File: src/rtl/ysyx_24090012_idu_pkg.sv
// ysyx_24090012 decode stage: shared opcodes, enums and the decoded bundle.
package ysyx_24090012_idu_pkg;

   localparam int DEC_IMM_W = 32;
   localparam int DEC_IDX_W = 4;

   localparam logic [6:0] OPC_LUI    = 7'b0110111;
   localparam logic [6:0] OPC_AUIPC  = 7'b0010111;
   localparam logic [6:0] OPC_JAL    = 7'b1101111;
   localparam logic [6:0] OPC_JALR   = 7'b1100111;
   localparam logic [6:0] OPC_BRANCH = 7'b1100011;
   localparam logic [6:0] OPC_LOAD   = 7'b0000011;
   localparam logic [6:0] OPC_STORE  = 7'b0100011;
   localparam logic [6:0] OPC_OP_IMM = 7'b0010011;
   localparam logic [6:0] OPC_OP     = 7'b0110011;
   localparam logic [6:0] OPC_MISC   = 7'b0001111;
   localparam logic [6:0] OPC_SYSTEM = 7'b1110011;

   localparam logic [31:0] INST_FENCE_I = 32'h0000100F;
   localparam logic [31:0] INST_EBREAK  = 32'h00100073;
   localparam logic [31:0] INST_ECALL   = 32'h00000073;
   localparam logic [31:0] INST_MRET    = 32'h30200073;

   localparam logic [6:0] F7_ALT = 7'b0100000;

   typedef enum logic [3:0] {
      ALU_ADD  = 4'd0,
      ALU_SUB  = 4'd1,
      ALU_SLL  = 4'd2,
      ALU_SLT  = 4'd3,
      ALU_SLTU = 4'd4,
      ALU_XOR  = 4'd5,
      ALU_SRL  = 4'd6,
      ALU_SRA  = 4'd7,
      ALU_OR   = 4'd8,
      ALU_AND  = 4'd9,
      ALU_PASS = 4'd10
   } alu_op_e;

   typedef enum logic [2:0] {
      FU_ALU = 3'd0,
      FU_BRU = 3'd1,
      FU_LSU = 3'd2,
      FU_CSR = 3'd3,
      FU_SYS = 3'd4
   } fu_sel_e;

   typedef enum logic [2:0] {
      IMM_NONE = 3'd0,
      IMM_I    = 3'd1,
      IMM_S    = 3'd2,
      IMM_B    = 3'd3,
      IMM_U    = 3'd4,
      IMM_J    = 3'd5
   } imm_fmt_e;

   typedef struct packed {
      logic [DEC_IDX_W-1:0] rs1;
      logic [DEC_IDX_W-1:0] rs2;
      logic [DEC_IDX_W-1:0] rd;
      logic [DEC_IMM_W-1:0] imm;
      alu_op_e              alu_op;
      fu_sel_e              fu_sel;
      logic                 rf_wen;
      logic                 mem_ren;
      logic                 mem_wen;
      logic [2:0]           mem_size;
      logic                 is_branch;
      logic                 is_jal;
      logic                 is_jalr;
      logic                 fence_i;
      logic                 ebreak;
      logic                 illegal;
   } dec_t;

   // alt selects SUB/SRA where funct7[5] distinguishes them
   function automatic alu_op_e alu_from_f3(input logic [2:0] f3,
                                           input logic       alt);
      alu_op_e op;
      case (f3)
         3'b000:  op = alt ? ALU_SUB : ALU_ADD;
         3'b001:  op = ALU_SLL;
         3'b010:  op = ALU_SLT;
         3'b011:  op = ALU_SLTU;
         3'b100:  op = ALU_XOR;
         3'b101:  op = alt ? ALU_SRA : ALU_SRL;
         3'b110:  op = ALU_OR;
         default: op = ALU_AND;
      endcase
      return op;
   endfunction

endpackage

File: src/rtl/ysyx_24090012_imm_gen.sv
// ysyx_24090012 immediate generator: sign-extended immediate per format.
module ysyx_24090012_imm_gen
   import ysyx_24090012_idu_pkg::*;
(
   input  logic [31:0]          inst,
   input  imm_fmt_e             fmt,
   output logic [DEC_IMM_W-1:0] imm
);

   always_comb begin
      imm = '0;
      unique case (fmt)
         IMM_I: imm = {{20{inst[31]}}, inst[31:20]};
         IMM_S: imm = {{20{inst[31]}}, inst[31:25], inst[11:7]};
         IMM_B: imm = {{19{inst[31]}}, inst[31], inst[7],
                       inst[30:25], inst[11:8], 1'b0};
         IMM_U: imm = {inst[31:12], 12'b0};
         IMM_J: imm = {{11{inst[31]}}, inst[31], inst[19:12],
                       inst[20], inst[30:21], 1'b0};
         default: imm = '0;
      endcase
   end

endmodule

File: src/rtl/ysyx_24090012_idu.sv
// ysyx_24090012 decode stage: RV32E decode into a one-entry register
// toward the EXU, with valid/ready backpressure and flush.
module ysyx_24090012_idu
   import ysyx_24090012_idu_pkg::*;
#(
   parameter int XLEN     = 32,
   parameter int NUM_W    = 64,
   parameter int RF_IDX_W = 4
) (
   input  logic                clock,
   input  logic                reset,
   input  logic                in_valid,
   output logic                in_ready,
   input  logic [XLEN-1:0]     in_pc,
   input  logic [31:0]         in_inst,
   input  logic [NUM_W-1:0]    in_num,
   input  logic                flush,
   output logic                out_valid,
   input  logic                out_ready,
   output logic [XLEN-1:0]     out_pc,
   output logic [NUM_W-1:0]    out_num,
   output logic [RF_IDX_W-1:0] out_rs1,
   output logic [RF_IDX_W-1:0] out_rs2,
   output logic [RF_IDX_W-1:0] out_rd,
   output logic [XLEN-1:0]     out_imm,
   output logic [3:0]          out_alu_op,
   output logic [2:0]          out_fu_sel,
   output logic                out_rf_wen,
   output logic                out_mem_ren,
   output logic                out_mem_wen,
   output logic [2:0]          out_mem_size,
   output logic                out_is_branch,
   output logic                out_is_jal,
   output logic                out_is_jalr,
   output logic                out_fence_i,
   output logic                out_ebreak,
   output logic                out_illegal
);

   logic [6:0] opc;
   logic [2:0] f3;
   logic [6:0] f7;

   assign opc = in_inst[6:0];
   assign f3  = in_inst[14:12];
   assign f7  = in_inst[31:25];

   imm_fmt_e             fmt;
   alu_op_e              alu;
   fu_sel_e              fu;
   logic                 wen, ren, men;
   logic [2:0]           msize;
   logic                 br, jal, jalr;
   logic                 use_rs1, use_rs2, use_rd;
   logic                 bad, reg_bad, illegal;
   logic [DEC_IMM_W-1:0] imm;
   dec_t                 dec;
   dec_t                 q;
   logic [XLEN-1:0]      pc_q;
   logic [NUM_W-1:0]     num_q;
   logic                 fire_in, fire_out;

   always_comb begin
      fmt     = IMM_NONE;
      alu     = ALU_ADD;
      fu      = FU_ALU;
      wen     = 1'b0;
      ren     = 1'b0;
      men     = 1'b0;
      msize   = 3'b000;
      br      = 1'b0;
      jal     = 1'b0;
      jalr    = 1'b0;
      use_rs1 = 1'b0;
      use_rs2 = 1'b0;
      use_rd  = 1'b0;
      bad     = 1'b0;
      unique case (1'b1)
         opc == OPC_LUI: begin
            fmt    = IMM_U;
            alu    = ALU_PASS;
            wen    = 1'b1;
            use_rd = 1'b1;
         end
         opc == OPC_AUIPC: begin
            fmt    = IMM_U;
            wen    = 1'b1;
            use_rd = 1'b1;
         end
         opc == OPC_JAL: begin
            fmt    = IMM_J;
            fu     = FU_BRU;
            jal    = 1'b1;
            wen    = 1'b1;
            use_rd = 1'b1;
         end
         opc == OPC_JALR: begin
            fmt     = IMM_I;
            fu      = FU_BRU;
            jalr    = 1'b1;
            wen     = 1'b1;
            use_rd  = 1'b1;
            use_rs1 = 1'b1;
            bad     = f3 != 3'b000;
         end
         opc == OPC_BRANCH: begin
            fmt     = IMM_B;
            fu      = FU_BRU;
            br      = 1'b1;
            use_rs1 = 1'b1;
            use_rs2 = 1'b1;
            alu     = !f3[2] ? ALU_SUB : (f3[1] ? ALU_SLTU : ALU_SLT);
            bad     = f3[2:1] == 2'b01;
         end
         opc == OPC_LOAD: begin
            fmt     = IMM_I;
            fu      = FU_LSU;
            ren     = 1'b1;
            wen     = 1'b1;
            msize   = f3;
            use_rd  = 1'b1;
            use_rs1 = 1'b1;
            bad     = f3 == 3'b011 || f3[2:1] == 2'b11;
         end
         opc == OPC_STORE: begin
            fmt     = IMM_S;
            fu      = FU_LSU;
            men     = 1'b1;
            msize   = f3;
            use_rs1 = 1'b1;
            use_rs2 = 1'b1;
            bad     = f3[2] || f3 == 3'b011;
         end
         opc == OPC_OP_IMM: begin
            fmt     = IMM_I;
            wen     = 1'b1;
            use_rd  = 1'b1;
            use_rs1 = 1'b1;
            alu     = alu_from_f3(f3, f3 == 3'b101 && f7[5]);
            if (f3 == 3'b001)
               bad = f7 != 7'b0;
            else if (f3 == 3'b101)
               bad = f7 != 7'b0 && f7 != F7_ALT;
         end
         opc == OPC_OP: begin
            wen     = 1'b1;
            use_rd  = 1'b1;
            use_rs1 = 1'b1;
            use_rs2 = 1'b1;
            alu     = alu_from_f3(f3, f7[5]);
            bad     = !(f7 == 7'b0 ||
                        (f7 == F7_ALT && (f3 == 3'b000 || f3 == 3'b101)));
         end
         opc == OPC_MISC: begin
            fmt = IMM_I;
            fu  = FU_SYS;
            bad = !(f3 == 3'b000 || in_inst == INST_FENCE_I);
         end
         opc == OPC_SYSTEM: begin
            fmt = IMM_I;
            if (f3 == 3'b000) begin
               fu  = FU_SYS;
               bad = !(in_inst == INST_ECALL || in_inst == INST_EBREAK ||
                       in_inst == INST_MRET);
            end else begin
               // csrr*i carries a 5-bit uimm in the rs1 slot
               fu      = FU_CSR;
               wen     = 1'b1;
               use_rd  = 1'b1;
               use_rs1 = !f3[2];
               bad     = f3 == 3'b100;
            end
         end
         default: bad = 1'b1;
      endcase
   end

   ysyx_24090012_imm_gen u_imm_gen (
      .inst (in_inst),
      .fmt  (fmt),
      .imm  (imm)
   );

   assign reg_bad = (use_rs1 && in_inst[19]) ||
                    (use_rs2 && in_inst[24]) ||
                    (use_rd  && in_inst[11]);
   assign illegal = bad || reg_bad;

   always_comb begin
      dec           = '0;
      dec.rs1       = in_inst[18:15];
      dec.rs2       = in_inst[23:20];
      dec.rd        = in_inst[10:7];
      dec.imm       = imm;
      dec.alu_op    = alu;
      dec.fu_sel    = fu;
      dec.rf_wen    = wen && !illegal && in_inst[11:7] != 5'd0;
      dec.mem_ren   = ren && !illegal;
      dec.mem_wen   = men && !illegal;
      dec.mem_size  = msize;
      dec.is_branch = br;
      dec.is_jal    = jal;
      dec.is_jalr   = jalr;
      dec.fence_i   = in_inst == INST_FENCE_I;
      dec.ebreak    = in_inst == INST_EBREAK;
      dec.illegal   = illegal;
   end

   assign in_ready = !out_valid || out_ready;
   assign fire_in  = in_valid && in_ready && !flush;
   assign fire_out = out_valid && out_ready;

   always_ff @(posedge clock) begin
      if (reset) begin
         out_valid <= 1'b0;
         q         <= '0;
         pc_q      <= '0;
         num_q     <= '0;
      end else if (flush) begin
         out_valid <= 1'b0;
      end else if (fire_in) begin
         out_valid <= 1'b1;
         q         <= dec;
         pc_q      <= in_pc;
         num_q     <= in_num;
      end else if (fire_out) begin
         out_valid <= 1'b0;
      end
   end

   assign out_pc        = pc_q;
   assign out_num       = num_q;
   assign out_rs1       = q.rs1;
   assign out_rs2       = q.rs2;
   assign out_rd        = q.rd;
   assign out_imm       = q.imm;
   assign out_alu_op    = q.alu_op;
   assign out_fu_sel    = q.fu_sel;
   assign out_rf_wen    = q.rf_wen;
   assign out_mem_ren   = q.mem_ren;
   assign out_mem_wen   = q.mem_wen;
   assign out_mem_size  = q.mem_size;
   assign out_is_branch = q.is_branch;
   assign out_is_jal    = q.is_jal;
   assign out_is_jalr   = q.is_jalr;
   assign out_fence_i   = q.fence_i;
   assign out_ebreak    = q.ebreak;
   assign out_illegal   = q.illegal;

endmodule

File: config.mk
export PLATFORM = sky130hd
export DESIGN_NAME = ysyx_24090012_idu
export DESIGN_NICKNAME = d
export VERILOG_FILES = /design/src/rtl/ysyx_24090012_idu_pkg.sv /design/src/rtl/ysyx_24090012_imm_gen.sv /design/src/rtl/ysyx_24090012_idu.sv
export SDC_FILE = /design/constraint.sdc
export NUM_CORES = 1
export LEC_CHECK = 0
export BUFFER_PORTS_ARGS = -buffer_cell sky130_fd_sc_hd__clkbuf_2
export CAP_MARGIN = 10
export CORE_MARGIN = 2
export CORE_UTILIZATION = 25
export DETAILED_ROUTE_END_ITERATION = 8
export PLACE_DENSITY = 0.6
export SYNTH_ARGS = -nofsm -noshare
export SYNTH_HDL_FRONTEND = slang
export SYNTH_SLANG_ARGS = --single-unit
File: constraint.sdc
create_clock -name clock -period 4.75 [get_ports clock]
set_input_delay 0.95 -clock clock [delete_from_list [all_inputs] [get_ports clock]]
set_output_delay 0.95 -clock clock [all_outputs]
set_load 0.005 [all_outputs]
# Yosys cells after proc, flatten, opt, wreduce, memory -nomap -nowiden
# Cells that the tools add are included.
[word_totals]
register_bits = 160
latch_bits = 0
ram_bits = 0
mem_bits_ro = 0
in_bits = 133
out_inout_bits = 161
elab_cells = 127
mem_count = 0
[classes]
n_addsub = 0
multipliers = 0
div_mod_pow = 0
n_lt_le_gt_ge = 0
eq_ne = 30
shifts = 0
muxes = 30
n_bitwise = 1
n_reduce_logical = 47
[op_table]
columns = ["op", "count"]
rows = [
  ["32-bit case mux with 5 select lines", 1],
  ["4-bit case mux with 7 select lines", 2],
  ["32-bit by 13-bit equality test with 1-bit output (second input constant)", 1],
  ["32-bit by 21-bit equality test with 1-bit output (second input constant)", 1],
  ["32-bit by 30-bit equality test with 1-bit output (second input constant)", 1],
  ["32-bit by 7-bit equality test with 1-bit output (second input constant)", 1],
  ["7-bit by 6-bit equality test with 1-bit output (second input constant)", 4],
  ["7-bit equality test (second input constant)", 4],
  ["1-bit 2-to-1 mux", 17],
  ["4-bit case mux with 4 select lines", 1],
  ["3-bit equality test (second input constant)", 5],
  ["3-bit case mux with 5 select lines", 1],
  ["7-bit by 5-bit equality test with 1-bit output (second input constant)", 2],
  ["1-bit logical AND", 13],
  ["3-bit by 2-bit equality test with 1-bit output (second input constant)", 4],
  ["3-bit 2-to-1 mux", 4],
  ["3-bit case mux with 4 select lines", 1],
  ["1-bit logical OR", 11],
  ["1-bit case mux with 9 select lines", 1],
  ["3-bit OR reduction", 3],
  ["7-bit by 2-bit equality test with 1-bit output (second input constant)", 1],
  ["7-bit by 4-bit equality test with 1-bit output (second input constant)", 1],
  ["1-bit zero test", 7],
  ["7-bit zero test", 1],
  ["other kinds (16)", 20],
]

# Longest topological paths before layout
[logic_depth]
ltp_word = 10
ltp_mapped = 8
ltp_nobuf = 6

# Cells and area by module
# Synthesis repeated with hierarchy kept, for this count alone.
[unflattened]
cells_unflattened = 879
area_unflattened_um2 = 6591.3
[modules_own_cells]
columns = ["module", "instances", "cells_per_inst", "area_each_um2", "seq_area_each_um2"]
rows = [
  ["ysyx_24090012_idu", 1, 813, 6200.9, 3203.1],
  ["ysyx_24090012_imm_gen", 1, 66, 390.4, 0.0],
]

# Worst setup path after synthesis
# Ideal clock, no wire load.
[synth_timing]
path_kind = "in2reg"
from = "input port in_inst[31]"
to = "register q, in the netlist out_illegal"
setup_ps = 125
arrival_time_ps = 2935
required_ps = 4625
slack_ps = 1690
cell_stages = 6
n_path_buf = 0
cell_sequence = "or4_1 -> or3_1 -> a21oi_1 -> nor4_1 -> or4_4 -> o41a_1"
[synth_via]
elab_chain_cells = 7
word_cells_on_any_way = 22
classes_between = "eq/ne (6); mux (4); reduce/logical (12)"
[synth_lines]
columns = ["item", "line", "source"]
rows = [
  ["start: declaration", "ysyx_24090012_idu.sv:15", "input logic [31:0] in_inst,"],
  ["32-bit by 7-bit equality test with 1-bit output / 32-bit by 21-bit equality test with 1-bit output (equally long branches)", "ysyx_24090012_idu.sv:163", "bad = !(in_inst == INST_ECALL || in_inst == INST_EBREAK ||"],
  ["1-bit logical OR (2 in series)", "ysyx_24090012_idu.sv:163", ""],
  ["1-bit zero test", "ysyx_24090012_idu.sv:163", ""],
  ["1-bit 2-to-1 mux", "ysyx_24090012_idu.sv:161", "if (f3 == 3'b000) begin"],
  ["1-bit case mux with 9 select lines (*)", "ysyx_24090012_idu.sv:78", "unique case (1'b1)"],
  ["1-bit logical OR (*)", "ysyx_24090012_idu.sv:187", "assign illegal = bad || reg_bad;"],
  ["end signal: assignment", "ysyx_24090012_idu.sv:216", "q <= '0;"],
  ["end signal: assignment", "ysyx_24090012_idu.sv:223", "q <= dec;"],
  ["end: declaration", "ysyx_24090012_idu.sv:58", "dec_t q;"],
]
# Mark *: on every way between the ends. The rest lies on a longest branch, timed or not.
# A chain may end at the register's enable or synchronous reset.

# Worst setup path after layout
[layout_timing]
from = "input port in_inst[10]"
to = "register q, in the netlist out_rf_wen"
[layout_via]
elab_chain_cells = 10
word_cells_on_any_way = 16
classes_between = "eq/ne (4); mux (2); reduce/logical (10)"
[layout_lines]
columns = ["item", "line", "source"]
rows = [
  ["32-bit by 7-bit equality test with 1-bit output / 32-bit by 21-bit equality test with 1-bit output (equally long branches)", "ysyx_24090012_idu.sv:163", ""],
  ["1-bit logical OR (2 in series)", "ysyx_24090012_idu.sv:163", ""],
  ["1-bit zero test", "ysyx_24090012_idu.sv:163", ""],
  ["1-bit 2-to-1 mux", "ysyx_24090012_idu.sv:161", ""],
  ["1-bit case mux with 9 select lines", "ysyx_24090012_idu.sv:78", ""],
  ["1-bit logical OR", "ysyx_24090012_idu.sv:187", ""],
  ["1-bit zero test", "ysyx_24090012_idu.sv:197", "dec.rf_wen = wen && !illegal && in_inst[11:7] != 5'd0;"],
  ["1-bit logical AND", "ysyx_24090012_idu.sv:197", ""],
  ["1-bit logical AND (*)", "ysyx_24090012_idu.sv:197", ""],
]
# Marked as above.

==> impl_metrics.toml <==
[floorplan]
initial_core_util_pct = 25.5
die_area_sq_um = 26100
rows = 57
core_sq_um = 24300
chipHeight_microns = 162
ios = 294
die_w_microns = 162

[setup_path]
crit_fanout = 3
worstReg2RegStart = "out_valid"
crit_arrival_ns = 3.45
r2r-end = "out_illegal"
r2r_cells = 5
cp.required_ns = 5.09
crit_type = "in -> reg"
endpoint_kind = "flip-flop"
startpoint_type = "input pin"
rrSetupSlack_ns = 2.48

[global_route]
grt_max_degree = 88
antenna_found_initial = 0
grt_pass1_vias = 5855
track_usage_pct = 16.1
grt_remaining_overflow = 0
grt_pass1_wl_microns = 33300

[final_layout]
nets = 1197
fillers = 2601
layout-area-overhead-vs-synth_pct = 36.8
antenna_cells = 0
drive_gt1_share_pct = 31.3

[detailed_routing]
firstDrtPassIters = 4
drc = 0
viasPerCell = 4.71
dr.first_iter.drc_count = 566
vias = 6595
antenna_left = 0
wl_microns = 21900
wire_per_inst_microns = 15.6

[timing]
tightest_slew_ns = 1.03
finalHoldViolations = 0
rsz0062_at_grt = "no"
fmax_ghz = 0.321
period_needed_ns = 3.12
skew_ns = 0.00862
tns_ns = 0
period_share_pct = 65.6
max_slew_margin_pct = 30.1
slew_violations = 0
setup_violations = 0

[logic_synthesis]
synthArstFlopShare_pct = 0
synth_largest_area_cell = "dfxtp_1"
synth-edff-count = 0
synth_top_flop_cell = "dfxtp_1"
syn-num-nets = 936
syn_inst = 803
synthTopCellsByArea = "dfxtp_1 (52%), nand2_1 (16%), a21oi_1 (12%), clkbuf_1 (3.3%), o21ai_0 (2.6%)"
yosys.area.top_type_share_pct = 51.6
synth_area_sq_um = 6200
yosysWarnings = 0
ys_seq_area_share_pct = 51.6
ys_ff_latch = 160
yosysUniqueCellTypes = 46
synth_area_per_cell_sq_um = 7.73

[clock_network]
post_cts_resized = 0
clockRootBuffer = "clkbuf_16"
post-cts-setup-buffer-count = 0
clock_latency_ns = 0.42
cts_tree = "built"
cts.sinks = 160
cts_max_path_buffers = 2
hold_buffers = 0
htree_levels = 4
cts_buffers = 17
clk_pin_slew_ns = 0.07

[job]
maxCapViolCount = 0

[placed_design]
finalWeightedCongestion = 0.849
hpwl_microns = 15500
portBuffers = 293

[pwr]
power.density_nw_per_um2 = 358
ir_worst_vdd_uv = 192
finalPower_mw = 3.04
leakage_nw = 3.61

[hold_path]
min_to = "out_mem_size[0]"
hp-class = "reg -> reg"
hold_depth = 2
hp-start = "out_mem_size[0]"

[run_status]
status = "completed"
layout by cell type (no fill, tap or decap), types with 3 or more instances in the layout:
| cell | synthesis | final |
|---|---|---|
| clkbuf_2 | 0 | 292 |
| nand2_1 | 265 | 265 |
| dfxtp_1 | 160 | 160 |
| a21oi_1 | 149 | 149 |
| o21ai_0 | 32 | 32 |
| nor2_1 | 24 | 23 |
| nor3_1 | 17 | 17 |
| clkbuf_16 | 0 | 17 |
| nand3_1 | 11 | 11 |
| buf_4 | 0 | 10 |
| a22o_1 | 9 | 9 |
| nor2b_1 | 6 | 6 |
| and3_1 | 5 | 5 |
| nor4_1 | 5 | 5 |
| a31oi_1 | 4 | 4 |
| nand4_1 | 4 | 4 |
| clkinvlp_4 | 0 | 4 |
| inv_1 | 3 | 3 |
| nor3b_1 | 4 | 3 |
| a311oi_1 | 3 | 3 |
| or4_1 | 3 | 3 |
| o21bai_1 | 3 | 3 |
| inv_6 | 0 | 3 |
registers in the layout, indices dropped and copies added (netlist names), 3 cells and up:
| signal | flops |
|---|---|
| out_rs1 | 4 |
| out_pc | 32 |
| out_mem_size | 3 |
| out_imm | 32 |
| out_num | 64 |
| out_alu_op | 4 |
| out_rs2 | 4 |
| out_fu_sel | 3 |
| out_rd | 4 |
power breakdown:
part / internal [mW] / switching (mW) / total (mW)
clock network: 0.739 / 0.589 / 1.33
registers: 1.39 / 0.0224 / 1.41
logic: 0.117 / 0.183 / 0.300
total: 2.24 / 0.794 / 3.04
area by class of cell:
cell class	instances	area, sq um	share of cell area (%)
flip-flops and latches	160	3200	37.7
multi-input cells	580	2770	32.7
repair buffers	302	1540	18.1
clock buffers	20	447	5.26
well taps	324	405	4.78
clock inverters	11	109	1.28
inverters	3	11.3	0.133
synthesized netlist by cell type (2+ instances only):
library cell and number:
a21oi_1 149, o311ai_0 2, inv_1 3, nor3b_1 4
a31oi_1 4, o31ai_1 2, nand3b_1 2, buf_2 2
and2_1 2, o211ai_1 2, o41ai_1 2, a21o_1 2
nand3_1 11, a211oi_1 2, nand4_1 4, or3_1 2
dfxtp_1 160, a22o_1 9, buf_1 4, o21ai_0 32
o21bai_1 3, and3_1 5, nor4_1 5, nor2b_1 6
nor3_1 17, or4_1 3, nand2b_1 2, nor2_1 24
o21a_1 2, nand2_1 265, a311oi_1 3, clkbuf_1 54
logic make-up after synthesis:
family	synth area share (%)
AND/OR/NAND/NOR	24.4
AO/OA/AOI/OAI	20.0
flip-flops	51.6
XOR/XNOR	0.141
buffers and inverters	3.85
critical path, stage by stage:
cell	delay [ns]
clkbuf_2	0.12
nor4_1	0.62
nand4_1	0.20
or4_1	0.53
a221o_1	0.35
or4_1	0.50
o31ai_2	0.18
routing by layer:
layer,GRT usage (%),routed length (microns)
met1,20.9,9690
met2,25.6,9860
met3,4.98,1810
met4,5.03,500
met5,0,0
metrics by stage:
step	utilization, %	cell area [sq um]	hold slack [ns]	setup slack [ns]	instances
finish	34.9	8490	0.453	1.63	1400
global route	34.9	8490	0.470	1.54	1400
CTS	34.9	8490	0.456	1.68	1400
detailed placement	32.6	7930	0.446	1.24	1369
global placement	32.6	7930	0.436	1.29	1369
floorplan	-	6200	0.444	1.69	803
worst max-delay path by stage:
stage,from,endpoint,slack [ns],cells after the start
after floorplan,in_inst[31],out_illegal,1.69,6
after global placement,in_inst[10],out_rf_wen,1.29,7
after detailed placement,in_inst[10],out_rf_wen,1.24,7
after CTS,in_inst[10],out_rf_wen,1.68,7
after global routing,in_inst[10],out_rf_wen,1.54,7
final,in_inst[10],out_rf_wen,1.63,7
(Power assumes the default switching activity.)
